$ cat src/rtl/sdf_pkg.sv
// Shared types and helpers for the radix-2^2 SDF stage controller.
package sdf_pkg;

  typedef enum logic [1:0] {
    ST_IDLE  = 2'd0,
    ST_RUN   = 2'd1,
    ST_PAD   = 2'd2,
    ST_FLUSH = 2'd3
  } sdf_state_e;

  // Twiddle exponent multiplier k indexed by quadrant q = cnt[m-1:m-2].
  localparam logic [1:0] TW_MULT [4] = '{2'd0, 2'd2, 2'd1, 2'd3};

  function automatic int clog2(input int value);
    int r;
    r = 0;
    for (int p = 1; p < value; p = p * 2) r++;
    return r;
  endfunction

endpackage

$ cat src/rtl/sdf_delay_sr.sv
// LAT-deep valid/last delay line that advances only while the stage is enabled.
module sdf_delay_sr #(
  parameter int LAT = 50
) (
  input  logic clk,
  input  logic rst_n,
  input  logic en,
  input  logic valid_in,
  input  logic last_in,
  output logic valid_out,
  output logic last_out
);

  logic [LAT-1:0] valid_q, valid_d;
  logic [LAT-1:0] last_q, last_d;

  always_comb begin
    valid_d = valid_q;
    last_d  = last_q;
    if (en) begin
      valid_d[0] = valid_in;
      last_d[0]  = last_in;
      for (int i = 1; i < LAT; i++) begin
        valid_d[i] = valid_q[i-1];
        last_d[i]  = last_q[i-1];
      end
    end
  end

  always_ff @(posedge clk or negedge rst_n) begin
    if (!rst_n) begin
      valid_q <= '0;
      last_q  <= '0;
    end else begin
      valid_q <= valid_d;
      last_q  <= last_d;
    end
  end

  assign valid_out = valid_q[LAT-1];
  assign last_out  = last_q[LAT-1] & valid_q[LAT-1];

endmodule

$ cat src/rtl/sdf_stage_ctrl.sv
// Control sequencer for one radix-2^2 SDF FFT stage (BF1/BF2 selects, twiddle address, output valid).
// Optional zero padding of short frames is enabled by defining SDF_CTRL_ZERO_PAD_EN.
module sdf_stage_ctrl
  import sdf_pkg::*;
#(
  parameter int N   = 64,
  parameter int S   = 64,
  parameter int LAT = 50
) (
  input  logic                  clk,
  input  logic                  rst_n,
  input  logic                  enable_in,
  output logic                  stage_en,
  output logic                  bf1_sel,
  output logic                  bf2_sel,
  output logic                  bf2_negj,
  output logic [clog2(N)-1:0]   tw_addr,
  output logic                  pad,
  output logic                  enable_out,
  output logic                  out_last,
  output logic                  busy,
  output logic                  frame_err,
  output logic [1:0]            state_dbg
);

  localparam int AW = clog2(N);
  localparam int M  = clog2(S);
  localparam int FW = clog2(LAT + 1);
  localparam logic [AW-1:0] IDX_MASK   = AW'(S / 4 - 1);
  localparam logic [AW-1:0] NS_STRIDE  = AW'(N / S);
  localparam logic [AW-1:0] CNT_LAST   = AW'(N - 1);
  localparam logic [FW-1:0] FLUSH_LAST = FW'(LAT - 1);

  sdf_state_e    state_q, state_d;
  logic [AW-1:0] cnt_q, cnt_d, cnt_inc;
  logic [FW-1:0] flush_q, flush_d;
  logic          in_frame;
  logic          last_in;
  logic [1:0]    quad;
  logic [AW-1:0] tw_k;
  logic [AW-1:0] tw_idx;

  always_ff @(posedge clk or negedge rst_n) begin
    if (!rst_n) begin
      state_q <= ST_IDLE;
      cnt_q   <= '0;
      flush_q <= '0;
    end else begin
      state_q <= state_d;
      cnt_q   <= cnt_d;
      flush_q <= flush_d;
    end
  end

  // enable_in seen during a RUN cycle says whether another sample follows this one.
  always_comb begin
    state_d   = state_q;
    cnt_d     = cnt_q;
    flush_d   = '0;
    frame_err = 1'b0;
    cnt_inc   = cnt_q + 1'b1;
    case (state_q)
      ST_IDLE: begin
        cnt_d = '0;
        if (enable_in) state_d = ST_RUN;
      end
      ST_RUN: begin
        cnt_d = cnt_inc;
        if (!enable_in) begin
          if (cnt_inc == '0) begin
            state_d = ST_FLUSH;
          end else begin
`ifdef SDF_CTRL_ZERO_PAD_EN
            state_d = ST_PAD;
`else
            state_d   = ST_FLUSH;
            cnt_d     = '0;
            frame_err = 1'b1;
`endif
          end
        end
      end
      ST_PAD: begin
        cnt_d = cnt_inc;
        if (cnt_inc == '0) state_d = ST_FLUSH;
      end
      ST_FLUSH: begin
        cnt_d = '0;
        if (enable_in) begin
          state_d = ST_RUN;
        end else if (flush_q == FLUSH_LAST) begin
          state_d = ST_IDLE;
        end else begin
          flush_d = flush_q + 1'b1;
        end
      end
      default: begin
        state_d = ST_IDLE;
        cnt_d   = '0;
      end
    endcase
  end

  always_comb begin
    in_frame = (state_q == ST_RUN) || (state_q == ST_PAD);
    last_in  = in_frame && (cnt_q == CNT_LAST);
    stage_en = (state_q != ST_IDLE);
    busy     = (state_q != ST_IDLE);
`ifdef SDF_CTRL_ZERO_PAD_EN
    pad      = (state_q == ST_PAD);
`else
    pad      = 1'b0;
`endif
    bf1_sel  = cnt_q[M-1];
    bf2_sel  = cnt_q[M-2];
    bf2_negj = cnt_q[M-1] & ~cnt_q[M-2];
    // Twiddle exponent (cnt mod S/4) * k * (N/S), wrapping naturally at log2(N) bits.
    quad     = cnt_q[M-1:M-2];
    tw_k     = AW'(TW_MULT[quad]);
    tw_idx   = cnt_q & IDX_MASK;
    tw_addr  = tw_idx * tw_k * NS_STRIDE;
    state_dbg = state_q;
  end

  sdf_delay_sr #(
    .LAT(LAT)
  ) u_delay_sr (
    .clk      (clk),
    .rst_n    (rst_n),
    .en       (stage_en),
    .valid_in (in_frame),
    .last_in  (last_in),
    .valid_out(enable_out),
    .last_out (out_last)
  );

endmodule

$ cat config.mk
export PLATFORM = sky130hd
export DESIGN_NAME = sdf_stage_ctrl
export DESIGN_NICKNAME = d
export VERILOG_FILES = /design/src/rtl/sdf_pkg.sv /design/src/rtl/sdf_delay_sr.sv /design/src/rtl/sdf_stage_ctrl.sv
export SDC_FILE = /design/constraint.sdc
export NUM_CORES = 1
export LEC_CHECK = 0
export ABC_AREA = 1
export BUFFER_PORTS_ARGS = -buffer_cell sky130_fd_sc_hd__buf_2
export CORE_MARGIN = 1.5
export CORE_UTILIZATION = 50
export CTS_CLUSTER_SIZE = 20
export DETAILED_ROUTE_END_ITERATION = 12
export PLACE_DENSITY = 0.68
export REMOVE_ABC_BUFFERS = 1
export SLEW_MARGIN = 20
export SYNTH_ARGS = -nofsm -noshare
export SYNTH_HDL_FRONTEND = slang
export SYNTH_SLANG_ARGS = --single-unit
$ cat constraint.sdc
create_clock -name clk -period 4.55 [get_ports clk]
set_input_delay 0.2275 -clock clk [delete_from_list [all_inputs] [get_ports clk]]
set_output_delay 0.2275 -clock clk [all_outputs]
set_load 0.05 [all_outputs]
# After elaboration in Yosys (flattened, before gate mapping)

Cells that the tools add are included.

Output and inout bits: 17
Input bits: 3
Logic and storage cells: 47
Flip-flop bits (word level): 114

Equal/unequal tests: 9
Reductions and logical operators: 7
Order comparisons: 1
Add/subtract/negate cells: 2
Bitwise operators: 4
Multiply operators: 1
Mux-type cells: 18

Operators by type and width:

| cell                                          | count |
|---|---|
| 2-to-1 mux 6 bit                              | 5 |
| one-hot mux 6 bit (3 select lines)            | 1 |
| 2-to-1 mux 2 bit                              | 7 |
| adder 6 x 1 -> 6 bit, second input constant   | 2 |
| == test 6 bit, second input constant          | 2 |
| one-hot mux 2 bit (4 select lines)            | 1 |
| logical NOT 6 bit                             | 1 |
| multiplier 4 x 2 -> 6 bit                     | 1 |
| != test 2 bit, second input constant          | 3 |
| binary-select mux 2 bit (select 2 bit)        | 1 |
| == test 2 bit, second input constant          | 2 |
| AND reduction 4 bit                           | 1 |
| >= comparator 3 bit, second input constant    | 1 |
| 2-to-1 mux 1 bit                              | 3 |
| != test 3 bit, second input constant          | 1 |
| inverter 2 -> 3 bit                           | 1 |
| bitwise AND 1 bit                             | 2 |
| == test 2 x 1 -> 1 bit, second input constant | 1 |
| logical NOT 2 bit                             | 1 |
| nonzero test 2 bit                            | 1 |
| OR reduction 2 bit                            | 1 |
| logical AND 1 bit                             | 1 |
| logical OR 1 bit                              | 1 |
| inverter 1 bit                                | 1 |

# Logic depth before layout (Yosys ltp)

Gate-level depths: netlist (run 1).

Word-level depth: 5
Depth in mapped cells: 10
Depth with buffers taken out: 10

# Hierarchy

A second synthesis (run 1) with hierarchy kept.

Cell total of the unflattened synthesis: 551
Area total of the unflattened synthesis: 4775.8 µm²

Modules (own cells, without submodules):

| module         | sequential area each (µm²) | times used | cells an instance | area each (µm²) |
|---|---|---|---|---|
| sdf_delay_sr   | 2502.4                     | 1          | 424               | 3809.9 |
| sdf_stage_ctrl | 350.3                      | 1          | 127               | 965.9 |

# Worst setup path before layout (run 1)

Ideal clock, no wire load.

Path kind: register to output
Start point: register cnt_q[4]
End point: output port tw_addr[3]
Arrival: 2.292 ns
Data required time: 4.323 ns
Path slack: 2.030 ns
Stages on the path, launching flop included: 7
Buffers on the path: 0
Cell sequence: dfrtp_1 -> nand2_1 -> inv_1 -> ha_1 -> inv_1 -> fa_1 -> xnor2_1

Cells in the longest elaborated chain, start to end: 5

Ends and longest elaborated chain:

| item                                                 | RTL line              | RTL |
|---|---|---|
| from (decl)                                          | sdf_stage_ctrl.sv:35  | `logic [AW-1:0] cnt_q, cnt_d, cnt_inc;` |
| from (signal assigned)                               | sdf_stage_ctrl.sv:50  | `cnt_q <= cnt_d;` |
| inverter 2 -> 3 bit (not written as such)            | sdf_stage_ctrl.sv:119 | `tw_k = AW'(TW_MULT[quad]);` |
| binary-select mux 2 bit (select 2 bit)               | sdf_stage_ctrl.sv:119 |  |
| 2-to-1 mux 2 bit (not written as such) (2 in series) | sdf_stage_ctrl.sv:119 |  |
| multiplier 4 x 2 -> 6 bit                            | sdf_stage_ctrl.sv:121 | `tw_addr = tw_idx * tw_k * NS_STRIDE;` |
| to (decl)                                            | sdf_stage_ctrl.sv:17  | `output logic [clog2(N)-1:0] tw_addr,` |

No other way between the ends. The select of a mux whose other input is x is not followed.

# Worst setup path in the final report (run 1)

Start point: register state_q[0] (netlist: state_dbg[0])
End point: output port busy

Cells in the longest elaborated chain, start to end: 1

Ends and longest elaborated chain:

| item                   | RTL line              | RTL |
|---|---|---|
| from (decl)            | sdf_stage_ctrl.sv:34  | `sdf_state_e state_q, state_d;` |
| from (signal assigned) | sdf_stage_ctrl.sv:49  | `state_q <= state_d;` |
| nonzero test 2 bit     | sdf_stage_ctrl.sv:108 | `busy = (state_q != ST_IDLE);` |
| to (decl)              | sdf_stage_ctrl.sv:21  | `output logic busy,` |

No other way between the ends.

==> impl_results.html, run 1 <==
<table>
<tr><th>Metric</th><th>Value</th></tr>
<tr><th colspan="2">Run status</th></tr>
<tr><td>Run status</td><td>complete, no violations</td></tr>
<tr><th colspan="2">STA</th></tr>
<tr><td>Maximum clock skew at final layout</td><td>0.01080 ns</td></tr>
<tr><td>Max transition margin</td><td>38.54%</td></tr>
<tr><td>Post-route minimum period</td><td>2.681 ns</td></tr>
<tr><td>Worst slew pin tran</td><td>0.9219 ns</td></tr>
<tr><td>Number of pins with negative max-slew slack in the final report</td><td>0</td></tr>
<tr><td>F_max</td><td>0.3731 GHz</td></tr>
<tr><td>Final Hold Violating Endpoints</td><td>0</td></tr>
<tr><td>Final hold slack</td><td>0.1123 ns</td></tr>
<tr><td>RSZ-0062 raised after global routing</td><td>false</td></tr>
<tr><td>Final TNS setup</td><td>0 ns</td></tr>
<tr><td>Final clock period utilization by the worst path</td><td>58.91%</td></tr>
<tr><td>Setup Viol. Count Final</td><td>0</td></tr>
<tr><th colspan="2">Clock network</th></tr>
<tr><td>CTS H-tree depth</td><td>4</td></tr>
<tr><td>Sinks on Clock Net</td><td>114</td></tr>
<tr><td>Number of setup buffers added after CTS</td><td>0</td></tr>
<tr><td>Post-CTS clock slew at the launch and capture registers of the worst setup and hold paths</td><td>0.05 ns</td></tr>
<tr><td>Clock tree buffer depth</td><td>2</td></tr>
<tr><td>Root buf cell</td><td>sky130_fd_sc_hd__clkbuf_8</td></tr>
<tr><td>Later-pin clock latency in the skew report</td><td>0.51 ns</td></tr>
<tr><td>TritonCTS buffer count</td><td>17</td></tr>
<tr><td>TritonCTS clock tree</td><td>done</td></tr>
<tr><th colspan="2">Synth</th></tr>
<tr><td>Share of the yosys chip area belonging to registers</td><td>60.29%</td></tr>
<tr><td>Cell type with the largest total area after synthesis</td><td>sky130_fd_sc_hd__dfrtp_1</td></tr>
<tr><td>Post-Syn Area per Cell</td><td>8.715 um2</td></tr>
<tr><td>Fraction of post-synthesis cell area in the top cell type by area</td><td>60.29%</td></tr>
<tr><td>Post-synth EDFFs</td><td>0</td></tr>
<tr><td>Main flop type after synthesis</td><td>sky130_fd_sc_hd__dfrtp_1</td></tr>
<tr><td>Synth Instances</td><td>543</td></tr>
<tr><td>Fraction of registers with async set/reset</td><td>100.0%</td></tr>
<tr><td>Flip-flop and latch count after synthesis</td><td>114</td></tr>
<tr><td>Synth area leaders</td><td>sky130_fd_sc_hd__dfrtp_1, sky130_fd_sc_hd__nand2_1, sky130_fd_sc_hd__ha_1, sky130_fd_sc_hd__inv_1, sky130_fd_sc_hd__o21ai_0</td></tr>
<tr><td>Distinct cell type count of the synthesized netlist</td><td>31</td></tr>
<tr><td>Synth Cell Area</td><td>4732 um2</td></tr>
<tr><td>Yosys Warn Count</td><td>0</td></tr>
<tr><th colspan="2">Floorplan</th></tr>
<tr><td>Io pins</td><td>20</td></tr>
<tr><td>Num rows</td><td>35</td></tr>
<tr><td>Die Footprint</td><td>10060 um2</td></tr>
<tr><td>Starting Density</td><td>51.46%</td></tr>
<tr><td>Std-Cell Core Area</td><td>9196 um2</td></tr>
<tr><td>Die Ht</td><td>100.3 um</td></tr>
<tr><td>Horiz. Die Dim</td><td>100.3 um</td></tr>
<tr><th colspan="2">Final layout</th></tr>
<tr><td>Final cell count without fillers</td><td>685</td></tr>
<tr><td>Ratio of cells with drive above 1 in the final layout</td><td>12.20%</td></tr>
<tr><td>Antenna cell count</td><td>0</td></tr>
<tr><td>Signed area change from the synthesized netlist to the final layout</td><td>18.06%</td></tr>
<tr><td>Fin util</td><td>60.75%</td></tr>
<tr><td>Final net count</td><td>576</td></tr>
<tr><td>Fill cells</td><td>780</td></tr>
<tr><th colspan="2">Setup path</th></tr>
<tr><td>CP endpoint kind</td><td>primary output</td></tr>
<tr><td>Worst path required time</td><td>4.32 ns</td></tr>
<tr><td>Crit path max fanout</td><td>72</td></tr>
<tr><td>Setup Crit Path Kind</td><td>flip-flop to primary output</td></tr>
<tr><td>Ordered cell list for the critical path</td><td>inv_1, ha_2, clkinv_2, buf_2</td></tr>
<tr><td>Worst endpoint data arrival time</td><td>2.45 ns</td></tr>
<tr><td>Crit start category</td><td>flip-flop</td></tr>
<tr><td>Critical path's slowest cell</td><td>sky130_fd_sc_hd__clkinv_2</td></tr>
<tr><td>Largest stage delay, worst path</td><td>0.66 ns</td></tr>
<tr><th colspan="2">Power and ir drop</th></tr>
<tr><td>Max IR drop VDD</td><td>0.8890 mV</td></tr>
<tr><td>Power density relative to cell area</td><td>623.1 nW/um2</td></tr>
<tr><td>Leakage power figure</td><td>3.143 nW</td></tr>
<tr><td>Total chip power</td><td>3.481 mW</td></tr>
<tr><th colspan="2">Detailed routing</th></tr>
<tr><td>Via density</td><td>4.750</td></tr>
<tr><td>Via Count</td><td>3254</td></tr>
<tr><td>DRC violation count after routing</td><td>0</td></tr>
<tr><td>Avg WL per Cell</td><td>10.81 um</td></tr>
<tr><td>Final antenna-violating net count</td><td>0</td></tr>
<tr><td>Post-Route WL</td><td>7.407 mm</td></tr>
<tr><td>Number of iterations in the first detailed-routing pass</td><td>5</td></tr>
<tr><td>Iteration-0 DRC Markers</td><td>196</td></tr>
<tr><th colspan="2">Flow run</th></tr>
<tr><td>Number of maximum-capacitance constraint violations</td><td>0</td></tr>
<tr><th colspan="2">Global routing</th></tr>
<tr><td>Remaining Overflow, GRT</td><td>0</td></tr>
<tr><td>Vias in the first global route</td><td>3207</td></tr>
<tr><td>Maximum number of pins on one net before global-route repair</td><td>101</td></tr>
<tr><td>First-pass GRT wire length</td><td>13.79 mm</td></tr>
<tr><td>Number of antenna violations at the first check in global routing</td><td>0</td></tr>
<tr><td>GR Util All Layers</td><td>17.46%</td></tr>
<tr><th colspan="2">Placed design</th></tr>
<tr><td>Cells after DPL</td><td>651</td></tr>
<tr><td>Count of input and output buffers</td><td>18</td></tr>
<tr><td>Global placement routability congestion</td><td>0.8021</td></tr>
<tr><td>Sum of net half-perimeters after detailed placement</td><td>4.209 mm</td></tr>
<tr><th colspan="2">Hold path</th></tr>
<tr><td>Class of the most critical hold timing path</td><td>input pin to flip-flop</td></tr>
</table>
area by class of cell:
class	instances	area, um2	share of cell area (%)
clock buffers	21	459.2	8.219
clock inverters	11	205.2	3.673
inverters	28	106.4	1.904
multi-input cells	377	1672	29.92
flip-flops and latches	114	2853	51.06
well taps	111	138.9	2.486
repair buffers	23	152.6	2.732
flip-flops by register name, indices dropped and copies added, names as in the netlist:
register,flops
cnt_q,6
state_dbg,2
u_delay_sr.valid_q,50
u_delay_sr.last_q,50
flush_q,6
power by group:
| group | internal (mW) | switching (mW) | leakage, nW |
|---|---|---|---|
| clock network | 1.04 | 0.435 | 0.331 |
| registers | 1.17 | 0.0922 | 1.56 |
| logic | 0.190 | 0.553 | 1.25 |
| total | 2.40 | 1.08 | 3.14 |
worst paths after layout:
check	startpoint	to	slack, ns	cells after the start
max in group asynchronous	rst_n	u_delay_sr.last_q[32]$_DFFE_PN0P_	3.29	4
setup reg to reg	state_dbg[0]$_DFFE_PN0P_	state_dbg[1]$_DFFE_PN0P_	2.14	7
hold / removal	enable_in	state_dbg[0]$_DFFE_PN0P_	0.11	4
min in group asynchronous	rst_n	u_delay_sr.last_q[12]$_DFFE_PN0P_	0.18	2
hold reg to reg	u_delay_sr.valid_q[24]$_DFFE_PN0P_	u_delay_sr.valid_q[25]$_DFFE_PN0P_	0.46	2
setup / recovery	state_dbg[0]$_DFFE_PN0P_	busy	1.87	4
critical path: cells and delay by family (launching register included):
kind / cells / cell delay [ns]
DFF: 1 / 0.43
buffers and inverters: 3 / 1.28
adders and majority gates: 1 / 0.21
placed cells by master, fill, tap and decap left out, drive strengths merged:
cell type / instances
o22ai: 1
clkbuf: 21
nand2: 310
dlygate4sd3: 1
conb: 1
a211o: 1
nor2: 13
bufinv: 6
xnor2: 1
a31o: 1
buf: 22
a21oi: 5
nor3: 3
nand3: 10
clkinv: 8
nand4: 2
xor2: 2
o21ai: 14
inv: 25
ha: 11
o41ai: 1
dfrtp: 114
fa: 1
synthesized netlist by cell type, types with 2 or more instances:
cell type	n
sky130_fd_sc_hd__o21ai_0	13
sky130_fd_sc_hd__a21oi_1	4
sky130_fd_sc_hd__nand3_2	2
sky130_fd_sc_hd__nand4_1	2
sky130_fd_sc_hd__nor2_4	2
sky130_fd_sc_hd__nand2_2	7
sky130_fd_sc_hd__buf_2	6
sky130_fd_sc_hd__clkbuf_1	15
sky130_fd_sc_hd__clkinv_1	2
sky130_fd_sc_hd__buf_4	2
sky130_fd_sc_hd__nand3_1	7
sky130_fd_sc_hd__nor2_1	11
sky130_fd_sc_hd__xor2_1	2
sky130_fd_sc_hd__inv_1	25
sky130_fd_sc_hd__ha_1	11
sky130_fd_sc_hd__nand2_1	303
sky130_fd_sc_hd__dfrtp_1	114
sky130_fd_sc_hd__nor3_1	2
cells by family (layout without fill, tap and decap cells):
logic type,Yosys count,after routing,synth area share [%]
other cells,1,1,0.07925
flops,114,114,60.29
xor+xnor,3,3,0.5554
fa+ha+maj,12,12,3.332
simple gates,338,338,28.53
buf+inv,52,83,4.442
compound gates,23,23,2.776
timing repair:
action / 4_1_cts / 5_1_grt
gates resized for setup: 0 / 0
endpoints found under the hold margin: 79 / 0
hold buffers: 1 / 0
metrics by stage:
step           instance area (um2)  setup WS [ns]
3_5_place_dp                  4883          2.246
2_1_floorplan                 4627        -0.2767
4_1_cts                       5558          1.842
3_3_place_gp                  4883          2.316
6_report                      5587          1.869
5_1_grt                       5587          1.664
metal layers:
metal  global-route usage (%)  vias up  part of all wire, %
li1                         -     1689                    -
met2                    27.05       28                   47
met4                    6.501        0                  1.0
met5                        0        -                    0
met1                    22.27     1531                   50
met3                    6.894        6                  2.4
No activity file was read; power rests on OpenSTA's default activity.
==> inputs of run 2 (changes only) <==
- PLACE_DENSITY: 0.68 -> 0.7
- clock period: 4.55 -> 2.2 ns (I/O delays scaled with it)
==> run 2 against run 1 <==
  * Worst hold slack got worse by 0.090 ns
  * Via count rose by 3.0%
  * Largest power group is now registers
  * Critical path type unchanged
  * Global-route usage rose by 0.45 points
  * Non-clock buffer count rose by 1
  * Sequential power rose by 110%
  * Core utilization fell by 0.38 points
  * Final cell count rose by 0.15%
  * Register-to-register slack got worse by 1.5 ns
==> impl_results.html, run 2 (synthesized netlist as in run 1, its figures left out) <==
<table>
<tr><th>Metric</th><th>Value</th></tr>
<tr><th colspan="2">Run status</th></tr>
<tr><td>Run status</td><td>complete, no violations (unchanged)</td></tr>
<tr><th colspan="2">Power and ir drop</th></tr>
<tr><td>Share of total power consumed by net switching</td><td>33.75% (was 31.06%)</td></tr>
<tr><td>Sw Pwr</td><td>2.297 mW (was 1.081 mW)</td></tr>
<tr><td>Portion of total power attributed to combinational logic</td><td>24.4% (was 21.4%)</td></tr>
<tr><td>Power density relative to cell area</td><td>1226 nW/um2 (was 623.1 nW/um2)</td></tr>
<tr><td>Total chip power</td><td>6.805 mW (was 3.481 mW)</td></tr>
<tr><td>Part of the total power dissipated in sequential elements</td><td>38.6% (was 36.3%)</td></tr>
<tr><td>Clock network fraction of total power</td><td>37.0% (was 42.3%)</td></tr>
<tr><td>Max IR drop VDD</td><td>1.439 mV (was 0.8890 mV)</td></tr>
<tr><td>Leakage power figure</td><td>3.091 nW (was 3.143 nW)</td></tr>
<tr><td>Internal power component</td><td>4.508 mW (was 2.400 mW)</td></tr>
<tr><th colspan="2">Setup path</th></tr>
<tr><td>Worst Reg2Reg Path Length in Cells</td><td>7 (unchanged)</td></tr>
<tr><td>Timing startpoint of the critical path</td><td>cnt_q[4]$_DFF_PN0_ (was state_dbg[0]$_DFFE_PN0P_)</td></tr>
<tr><td>Worst path required time</td><td>2.09 ns (was 4.32 ns)</td></tr>
<tr><td>Setup Crit Path Kind</td><td>flip-flop to primary output (unchanged)</td></tr>
<tr><td>FF-to-FF End</td><td>state_dbg[0]$_DFFE_PN0P_ (was state_dbg[1]$_DFFE_PN0P_)</td></tr>
<tr><td>Launching point of the worst reg2reg path</td><td>state_dbg[0]$_DFFE_PN0P_ (unchanged)</td></tr>
<tr><td>Ordered cell list for the critical path</td><td>nand2_1, inv_1, ha_2, inv_2, fa_2, o22ai_1, buf_4 (was inv_1, ha_2, clkinv_2, buf_2)</td></tr>
<tr><td>Critical path's slowest cell</td><td>sky130_fd_sc_hd__dfrtp_2 (was sky130_fd_sc_hd__clkinv_2)</td></tr>
<tr><td>Crit path max fanout</td><td>8 (was 72)</td></tr>
<tr><td>Largest stage delay, worst path</td><td>0.43 ns (was 0.66 ns)</td></tr>
<tr><td>Capturing instance or port of the critical path</td><td>tw_addr[5] (was busy)</td></tr>
<tr><td>Worst endpoint data arrival time</td><td>1.99 ns (was 2.45 ns)</td></tr>
<tr><td>Crit start category</td><td>flip-flop (unchanged)</td></tr>
<tr><td>CP endpoint kind</td><td>primary output (unchanged)</td></tr>
<tr><td>Register-to-Register Setup Slack</td><td>0.67 ns (was 2.14 ns)</td></tr>
<tr><th colspan="2">Clock network</th></tr>
<tr><td>TritonCTS buffer count</td><td>17 (unchanged)</td></tr>
<tr><td>Number of setup buffers added after CTS</td><td>0 (unchanged)</td></tr>
<tr><td>CTS H-tree depth</td><td>4 (unchanged)</td></tr>
<tr><td>Root buf cell</td><td>sky130_fd_sc_hd__clkbuf_8 (unchanged)</td></tr>
<tr><td>Later-pin clock latency in the skew report</td><td>0.51 ns (about the same)</td></tr>
<tr><td>Post-CTS clock slew at the launch and capture registers of the worst setup and hold paths</td><td>0.05 ns (about the same)</td></tr>
<tr><td>Clock tree buffer depth</td><td>2 (unchanged)</td></tr>
<tr><td>TritonCTS clock tree</td><td>done (unchanged)</td></tr>
<tr><td>Sinks on Clock Net</td><td>114 (unchanged)</td></tr>
<tr><th colspan="2">STA</th></tr>
<tr><td>Maximum clock skew at final layout</td><td>0.007779 ns (was 0.01080 ns)</td></tr>
<tr><td>RSZ-0062 raised after global routing</td><td>true (was false)</td></tr>
<tr><td>Min setup slack post-route</td><td>0.09839 ns (was 1.869 ns)</td></tr>
<tr><td>F_max</td><td>0.4758 GHz</td></tr>
<tr><td>Final clock period utilization by the worst path</td><td>95.53%</td></tr>
<tr><td>Number of pins with negative max-slew slack in the final report</td><td>0 (unchanged)</td></tr>
<tr><td>Setup Viol. Count Final</td><td>0 (unchanged)</td></tr>
<tr><td>Final TNS setup</td><td>0 ns (unchanged)</td></tr>
<tr><td>Post-route minimum period</td><td>2.102 ns</td></tr>
<tr><td>Final Hold Violating Endpoints</td><td>0 (unchanged)</td></tr>
<tr><th colspan="2">Floorplan</th></tr>
<tr><td>Io pins</td><td>20 (unchanged)</td></tr>
<tr><td>Num rows</td><td>35 (unchanged)</td></tr>
<tr><td>Die Ht</td><td>100.3 um (unchanged)</td></tr>
<tr><td>Std-Cell Core Area</td><td>9196 um2 (unchanged)</td></tr>
<tr><td>Starting Density</td><td>51.46% (unchanged)</td></tr>
<tr><td>Horiz. Die Dim</td><td>100.3 um (unchanged)</td></tr>
<tr><td>Die Footprint</td><td>10060 um2 (unchanged)</td></tr>
<tr><th colspan="2">Global routing</th></tr>
<tr><td>First-pass GRT wire length</td><td>14.01 mm (was 13.79 mm)</td></tr>
<tr><td>Vias in the first global route</td><td>3269 (was 3207)</td></tr>
<tr><td>Remaining Overflow, GRT</td><td>0 (unchanged)</td></tr>
<tr><td>Maximum number of pins on one net before global-route repair</td><td>101 (unchanged)</td></tr>
<tr><td>Number of antenna violations at the first check in global routing</td><td>0 (unchanged)</td></tr>
<tr><td>GR Util All Layers</td><td>17.91% (was 17.46%)</td></tr>
<tr><th colspan="2">Detailed routing</th></tr>
<tr><td>Via density</td><td>4.886 (was 4.750)</td></tr>
<tr><td>Via Count</td><td>3352 (was 3254)</td></tr>
<tr><td>Iteration-0 DRC Markers</td><td>180 (was 196)</td></tr>
<tr><td>DRC violation count after routing</td><td>0 (unchanged)</td></tr>
<tr><td>Post-Route WL</td><td>7.994 mm (was 7.407 mm)</td></tr>
<tr><td>Final antenna-violating net count</td><td>0 (unchanged)</td></tr>
<tr><td>Avg WL per Cell</td><td>11.65 um (was 10.81 um)</td></tr>
<tr><td>Number of iterations in the first detailed-routing pass</td><td>4 (was 5)</td></tr>
<tr><th colspan="2">Final layout</th></tr>
<tr><td>Antenna cell count</td><td>0 (unchanged)</td></tr>
<tr><td>Final instance area</td><td>5552 um2 (was 5587 um2)</td></tr>
<tr><td>Most common library cell in the layout ignoring fill and taps</td><td>sky130_fd_sc_hd__nand2_1 (unchanged)</td></tr>
<tr><td>Fin util</td><td>60.37% (was 60.75%)</td></tr>
<tr><td>Top Registers</td><td>u_delay_sr.last_q (50), u_delay_sr.valid_q (50) (unchanged)</td></tr>
<tr><td>Signed area change from the synthesized netlist to the final layout</td><td>17.32% (was 18.06%)</td></tr>
<tr><td>Ratio of cells with drive above 1 in the final layout</td><td>13.74% (was 12.20%)</td></tr>
<tr><td>Most frequent cells in the layout</td><td>sky130_fd_sc_hd__nand2_1, sky130_fd_sc_hd__dfrtp_1, sky130_fd_sc_hd__inv_1 (unchanged)</td></tr>
<tr><td>Final net count</td><td>577 (was 576)</td></tr>
<tr><th colspan="2">Placed design</th></tr>
<tr><td>Sum of net half-perimeters after detailed placement</td><td>4.393 mm (was 4.209 mm)</td></tr>
<tr><td>Global placement routability congestion</td><td>0.8132 (was 0.8021)</td></tr>
<tr><td>Worst slack, placed</td><td>0.4694 ns (was 2.246 ns)</td></tr>
<tr><td>Count of input and output buffers</td><td>18 (unchanged)</td></tr>
<tr><td>Placed Instance Area</td><td>4936 um2 (was 4883 um2)</td></tr>
<tr><th colspan="2">Flow run</th></tr>
<tr><td>Number of maximum-capacitance constraint violations</td><td>0 (unchanged)</td></tr>
<tr><th colspan="2">Hold path</th></tr>
<tr><td>Class of the most critical hold timing path</td><td>input pin to flip-flop (unchanged)</td></tr>
</table>
## run 2: changes by cell type in the layout (fill, tap and decap cells not counted), sizes merged
cell / delta
clkinvlp: +1
buf: -2
clkinv: +1
clkbuf: +5
inv: +1
bufinv: -5
## run 2: final cells by class
cell class / instances / area, um2
Fill cell: 788 / 3645
Sequential cell: 114 / 2859
Multi-Input combinational cell: 377 / 1689
Clock buffer: 23 / 476.7
Timing Repair Buffer: 24 / 202.7
Tap cell: 111 / 138.9
Inverter: 28 / 105.1
Clock inverter: 9 / 80.08
## run 2: how the worst min path moves through the flow
stage,from,to,slack (ns),depth (start not counted)
finish,enable_in,cnt_q[1]$_DFF_PN0_,0.02,5
global route,enable_in,state_dbg[0]$_DFFE_PN0P_,0.04,4
CTS,enable_in,cnt_q[1]$_DFF_PN0_,0.001,5
detailed placement,rst_n,u_delay_sr.valid_q[49]$_DFFE_PN0P_,0.09,1
global placement,rst_n,u_delay_sr.valid_q[48]$_DFFE_PN0P_,0.08,1
floorplan,rst_n,cnt_q[0]$_DFF_PN0_,-0.19,0
## run 2: timing repair
item / CTS / global route
endpoints found under the setup margin: 3 / 7
hold buffers: 1 / 0
resized for setup: 3 / 17
endpoints found under the hold margin: 84 / 0
## run 2: power groups by stage
stage | clock (mW) | combinational [mW] | sequential [mW]
2_1_floorplan | 0 | 1.08 | 2.67
3_3_place_gp | 0 | 1.60 | 2.64
3_5_place_dp | 0 | 1.63 | 2.65
4_1_cts | 2.57 | 1.66 | 2.62
5_1_grt | 2.68 | 1.86 | 2.67
6_report | 2.52 | 1.66 | 2.62
## run 2: stage by stage
| step | hold WS (ns) | instances |
|---|---|---|
| 4_1_cts | 0.001097 | 686 |
| 2_1_floorplan | -0.1856 | 519 |
| 5_1_grt | 0.04331 | 686 |
| 6_report | 0.02234 | 686 |
| 3_5_place_dp | 0.08836 | 653 |
| 3_3_place_gp | 0.07774 | 653 |
## run 2: worst max-delay path: cells and delay by family, from the launching register on
family,cells,cell delay (ns)
buf+inv,3,0.32
fa+ha+maj,2,0.52
flops,1,0.43
compound gates,1,0.15
simple gates,1,0.07
## run 2: layer usage
metal	vias up	wire (um)	share of wire, %	GRT usage, %
met5	-	0	0	0
met4	0	92	1.2	8.126
met3	8	235	2.9	5.501
met2	44	3941	49	30.61
met1	1611	3725	47	20.73
li1	1689	-	-	-
==> inputs of run 3 (changes only) <==
- CORE_UTILIZATION: 50 -> 40
- PLACE_DENSITY: 0.7 -> 0.59
==> run 3 against run 2 <==
  * Register-to-register slack got worse by 0.09 ns
  * Global-route usage decreased by 3.4 points
  * Count of clock-buffer cells in the layout unchanged
  * Worst hold slack improved by 0.084 ns
  * Sequential power about the same
  * Critical path depth unchanged
  * Maximum frequency increased by 0.92%
  * Critical endpoint unchanged
  * First-iteration DRC count increased by 36%
  * Sequential share of layout area decreased by 0.49 points
  * Setup slack improved by 0.019 ns
==> impl_results.html, run 3 (synthesized netlist as in run 1, its figures left out) <==
<table>
<tr><th>Metric</th><th>Value</th></tr>
<tr><th colspan="2">Hold path</th></tr>
<tr><td>Class of the most critical hold timing path</td><td>input pin to flip-flop (unchanged)</td></tr>
<tr><td>Hold Crit Endpoint</td><td>state_dbg[0]$_DFFE_PN0P_ (was cnt_q[1]$_DFF_PN0_)</td></tr>
<tr><td>Worst hold path startpoint</td><td>enable_in (unchanged)</td></tr>
<tr><td>Number of instances on the worst hold path</td><td>4 (was 5)</td></tr>
<tr><th colspan="2">Floorplan</th></tr>
<tr><td>Die Ht</td><td>111.8 um (was 100.3 um)</td></tr>
<tr><td>Std-Cell Core Area</td><td>11470 um2 (was 9196 um2)</td></tr>
<tr><td>Io pins</td><td>20 (unchanged)</td></tr>
<tr><td>Num rows</td><td>39 (was 35)</td></tr>
<tr><td>Starting Density</td><td>41.27% (was 51.46%)</td></tr>
<tr><td>Horiz. Die Dim</td><td>111.8 um (was 100.3 um)</td></tr>
<tr><td>Die Footprint</td><td>12490 um2 (was 10060 um2)</td></tr>
<tr><th colspan="2">Final layout</th></tr>
<tr><td>Most frequent cells in the layout</td><td>sky130_fd_sc_hd__nand2_1, sky130_fd_sc_hd__dfrtp_1, sky130_fd_sc_hd__inv_1 (unchanged)</td></tr>
<tr><td>Fill cells</td><td>1061 (was 788)</td></tr>
<tr><td>Top Registers</td><td>u_delay_sr.last_q (50), u_delay_sr.valid_q (50) (unchanged)</td></tr>
<tr><td>Ratio of cells with drive above 1 in the final layout</td><td>12.35% (was 13.74%)</td></tr>
<tr><td>Final cell count without fillers</td><td>718 (was 686)</td></tr>
<tr><td>Final net count</td><td>580 (was 577)</td></tr>
<tr><td>Most common library cell in the layout ignoring fill and taps</td><td>sky130_fd_sc_hd__nand2_1 (unchanged)</td></tr>
<tr><td>Antenna cell count</td><td>0 (unchanged)</td></tr>
<tr><td>Fin util</td><td>48.79% (was 60.37%)</td></tr>
<tr><td>Signed area change from the synthesized netlist to the final layout</td><td>18.24% (was 17.32%)</td></tr>
<tr><td>Final instance area</td><td>5595 um2 (was 5552 um2)</td></tr>
<tr><th colspan="2">STA</th></tr>
<tr><td>Max transition margin</td><td>63.60%</td></tr>
<tr><td>Number of pins with negative max-slew slack in the final report</td><td>0 (unchanged)</td></tr>
<tr><td>Post-route minimum period</td><td>2.082 ns (was 2.102 ns)</td></tr>
<tr><td>Setup Viol. Count Final</td><td>0 (unchanged)</td></tr>
<tr><td>RSZ-0062 raised after global routing</td><td>false (was true)</td></tr>
<tr><td>Worst slew pin tran</td><td>0.5460 ns</td></tr>
<tr><td>Final Hold Violating Endpoints</td><td>0 (unchanged)</td></tr>
<tr><td>F_max</td><td>0.4802 GHz (was 0.4758 GHz)</td></tr>
<tr><td>Maximum clock skew at final layout</td><td>0.005292 ns (was 0.007779 ns)</td></tr>
<tr><td>Final clock period utilization by the worst path</td><td>94.66% (was 95.53%)</td></tr>
<tr><th colspan="2">Setup path</th></tr>
<tr><td>Launching point of the worst reg2reg path</td><td>state_dbg[0]$_DFFE_PN0P_ (unchanged)</td></tr>
<tr><td>Worst Reg2Reg Path Length in Cells</td><td>7 (unchanged)</td></tr>
<tr><td>Crit path max fanout</td><td>5 (was 8)</td></tr>
<tr><td>Worst path required time</td><td>2.09 ns (about the same)</td></tr>
<tr><td>Setup Crit Path Kind</td><td>flip-flop to primary output (unchanged)</td></tr>
<tr><td>Worst endpoint data arrival time</td><td>1.97 ns (was 1.99 ns)</td></tr>
<tr><td>FF-to-FF End</td><td>u_delay_sr.valid_q[23]$_DFFE_PN0P_ (was state_dbg[0]$_DFFE_PN0P_)</td></tr>
<tr><td>CP endpoint kind</td><td>primary output (unchanged)</td></tr>
<tr><td>Register-to-Register Setup Slack</td><td>0.58 ns (was 0.67 ns)</td></tr>
<tr><td>Crit start category</td><td>flip-flop (unchanged)</td></tr>
<tr><th colspan="2">Global routing</th></tr>
<tr><td>Maximum number of pins on one net before global-route repair</td><td>101 (unchanged)</td></tr>
<tr><td>Vias in the first global route</td><td>3331 (was 3269)</td></tr>
<tr><td>Remaining Overflow, GRT</td><td>0 (unchanged)</td></tr>
<tr><td>GR Util All Layers</td><td>14.50% (was 17.91%)</td></tr>
<tr><td>Number of antenna violations at the first check in global routing</td><td>0 (unchanged)</td></tr>
<tr><td>First-pass GRT wire length</td><td>14.71 mm (was 14.01 mm)</td></tr>
<tr><th colspan="2">Detailed routing</th></tr>
<tr><td>Via Count</td><td>3334 (was 3352)</td></tr>
<tr><td>DRC violation count after routing</td><td>0 (unchanged)</td></tr>
<tr><td>Post-Route WL</td><td>8.031 mm (was 7.994 mm)</td></tr>
<tr><td>Number of iterations in the first detailed-routing pass</td><td>4 (unchanged)</td></tr>
<tr><td>Iteration-0 DRC Markers</td><td>245 (was 180)</td></tr>
<tr><td>Avg WL per Cell</td><td>11.19 um (was 11.65 um)</td></tr>
<tr><td>Via density</td><td>4.643 (was 4.886)</td></tr>
<tr><td>Final antenna-violating net count</td><td>0 (unchanged)</td></tr>
<tr><th colspan="2">Power and ir drop</th></tr>
<tr><td>Power density relative to cell area</td><td>1239 nW/um2 (was 1226 nW/um2)</td></tr>
<tr><td>Leakage power figure</td><td>3.123 nW (was 3.091 nW)</td></tr>
<tr><td>Total chip power</td><td>6.932 mW (was 6.805 mW)</td></tr>
<tr><td>Max IR drop VDD</td><td>1.186 mV (was 1.439 mV)</td></tr>
<tr><th colspan="2">Clock network</th></tr>
<tr><td>CTS H-tree depth</td><td>4 (unchanged)</td></tr>
<tr><td>TritonCTS clock tree</td><td>done (unchanged)</td></tr>
<tr><td>Later-pin clock latency in the skew report</td><td>0.40 ns (was 0.51 ns)</td></tr>
<tr><td>Post-CTS clock slew at the launch and capture registers of the worst setup and hold paths</td><td>0.05 ns (about the same)</td></tr>
<tr><td>Sinks on Clock Net</td><td>114 (unchanged)</td></tr>
<tr><td>Root buf cell</td><td>sky130_fd_sc_hd__clkbuf_16 (was sky130_fd_sc_hd__clkbuf_8)</td></tr>
<tr><td>TritonCTS buffer count</td><td>17 (unchanged)</td></tr>
<tr><td>Clock tree buffer depth</td><td>2 (unchanged)</td></tr>
<tr><th colspan="2">Placed design</th></tr>
<tr><td>Count of input and output buffers</td><td>18 (unchanged)</td></tr>
<tr><td>Cells after DPL</td><td>688 (was 653)</td></tr>
<tr><td>Sum of net half-perimeters after detailed placement</td><td>4.815 mm (was 4.393 mm)</td></tr>
<tr><td>Global placement routability congestion</td><td>0.8144 (was 0.8132)</td></tr>
<tr><td>Placed Instance Area</td><td>5011 um2 (was 4936 um2)</td></tr>
<tr><th colspan="2">Flow run</th></tr>
<tr><td>Number of maximum-capacitance constraint violations</td><td>0 (unchanged)</td></tr>
<tr><th colspan="2">Run status</th></tr>
<tr><td>Run status</td><td>complete, no violations (unchanged)</td></tr>
</table>
run 3: worst max path at each step:
stage,from,to,slack [ns]
finish,cnt_q[0]$_DFF_PN0_,tw_addr[5],0.12
global route,cnt_q[2]$_DFF_PN0_,tw_addr[4],0.01
CTS,cnt_q[4]$_DFF_PN0_,tw_addr[5],0.02
detailed placement,cnt_q[4]$_DFF_PN0_,tw_addr[3],0.43
global placement,cnt_q[4]$_DFF_PN0_,tw_addr[3],0.51
floorplan,state_dbg[0]$_DFFE_PN0P_,state_dbg[1]$_DFFE_PN0P_,-2.63
run 3: where the power goes:
part / internal (mW) / total [mW] / switching, mW
combinational: 0.502 / 1.68 / 1.18
clock: 1.76 / 2.62 / 0.869
sequential: 2.43 / 2.63 / 0.199
total: 4.68 / 6.93 / 2.25
run 3: area by class of cell:
class                   instances  area [um2]  share of cell area, %
inverters                      28       105.1                  1.878
clock buffers                  23       488.0                  8.721
flip-flops and latches        114        2854                  51.01
multi-input cells             377        1672                  29.87
repair buffers                 27       217.7                  3.891
clock inverters                 6       80.08                  1.431
well taps                     143       178.9                  3.198
run 3: worst max-delay path, cell delays in order (launching register included):
cell	delay [ns]
sky130_fd_sc_hd__dfrtp_1	0.44
sky130_fd_sc_hd__nand2_1	0.08
sky130_fd_sc_hd__inv_1	0.05
sky130_fd_sc_hd__ha_1	0.16
sky130_fd_sc_hd__inv_1	0.05
sky130_fd_sc_hd__fa_1	0.40
sky130_fd_sc_hd__o22ai_1	0.14
sky130_fd_sc_hd__clkbuf_4	0.25
run 3: per-layer routing:
layer | track usage [%] | share of wire, % | wire, um
met5 | 0 | 0 | 0
met1 | 18.07 | 48 | 3887
met4 | 7.679 | 1.9 | 154
met2 | 22.97 | 47 | 3775
met3 | 4.137 | 2.7 | 214
run 3: metrics by stage:
step	hold WS, ns	worst slack, ns	TNS, ns
after floorplan	-0.1856	-2.627	-213.13
after global placement	0.1310	0.5131	0
after detailed placement	0.1377	0.4257	0
after CTS	0.09858	0.02455	0
after global routing	0.1216	0.01104	0
final	0.1067	0.1176	0
run 3: repair_timing:
action,4_1_cts,5_1_grt
buffers inserted,0,0
hold buffers,1,0
resized for setup,1,2
setup endpoints to repair,1,2
gates cloned,0,0
endpoints found under the hold margin,40,0
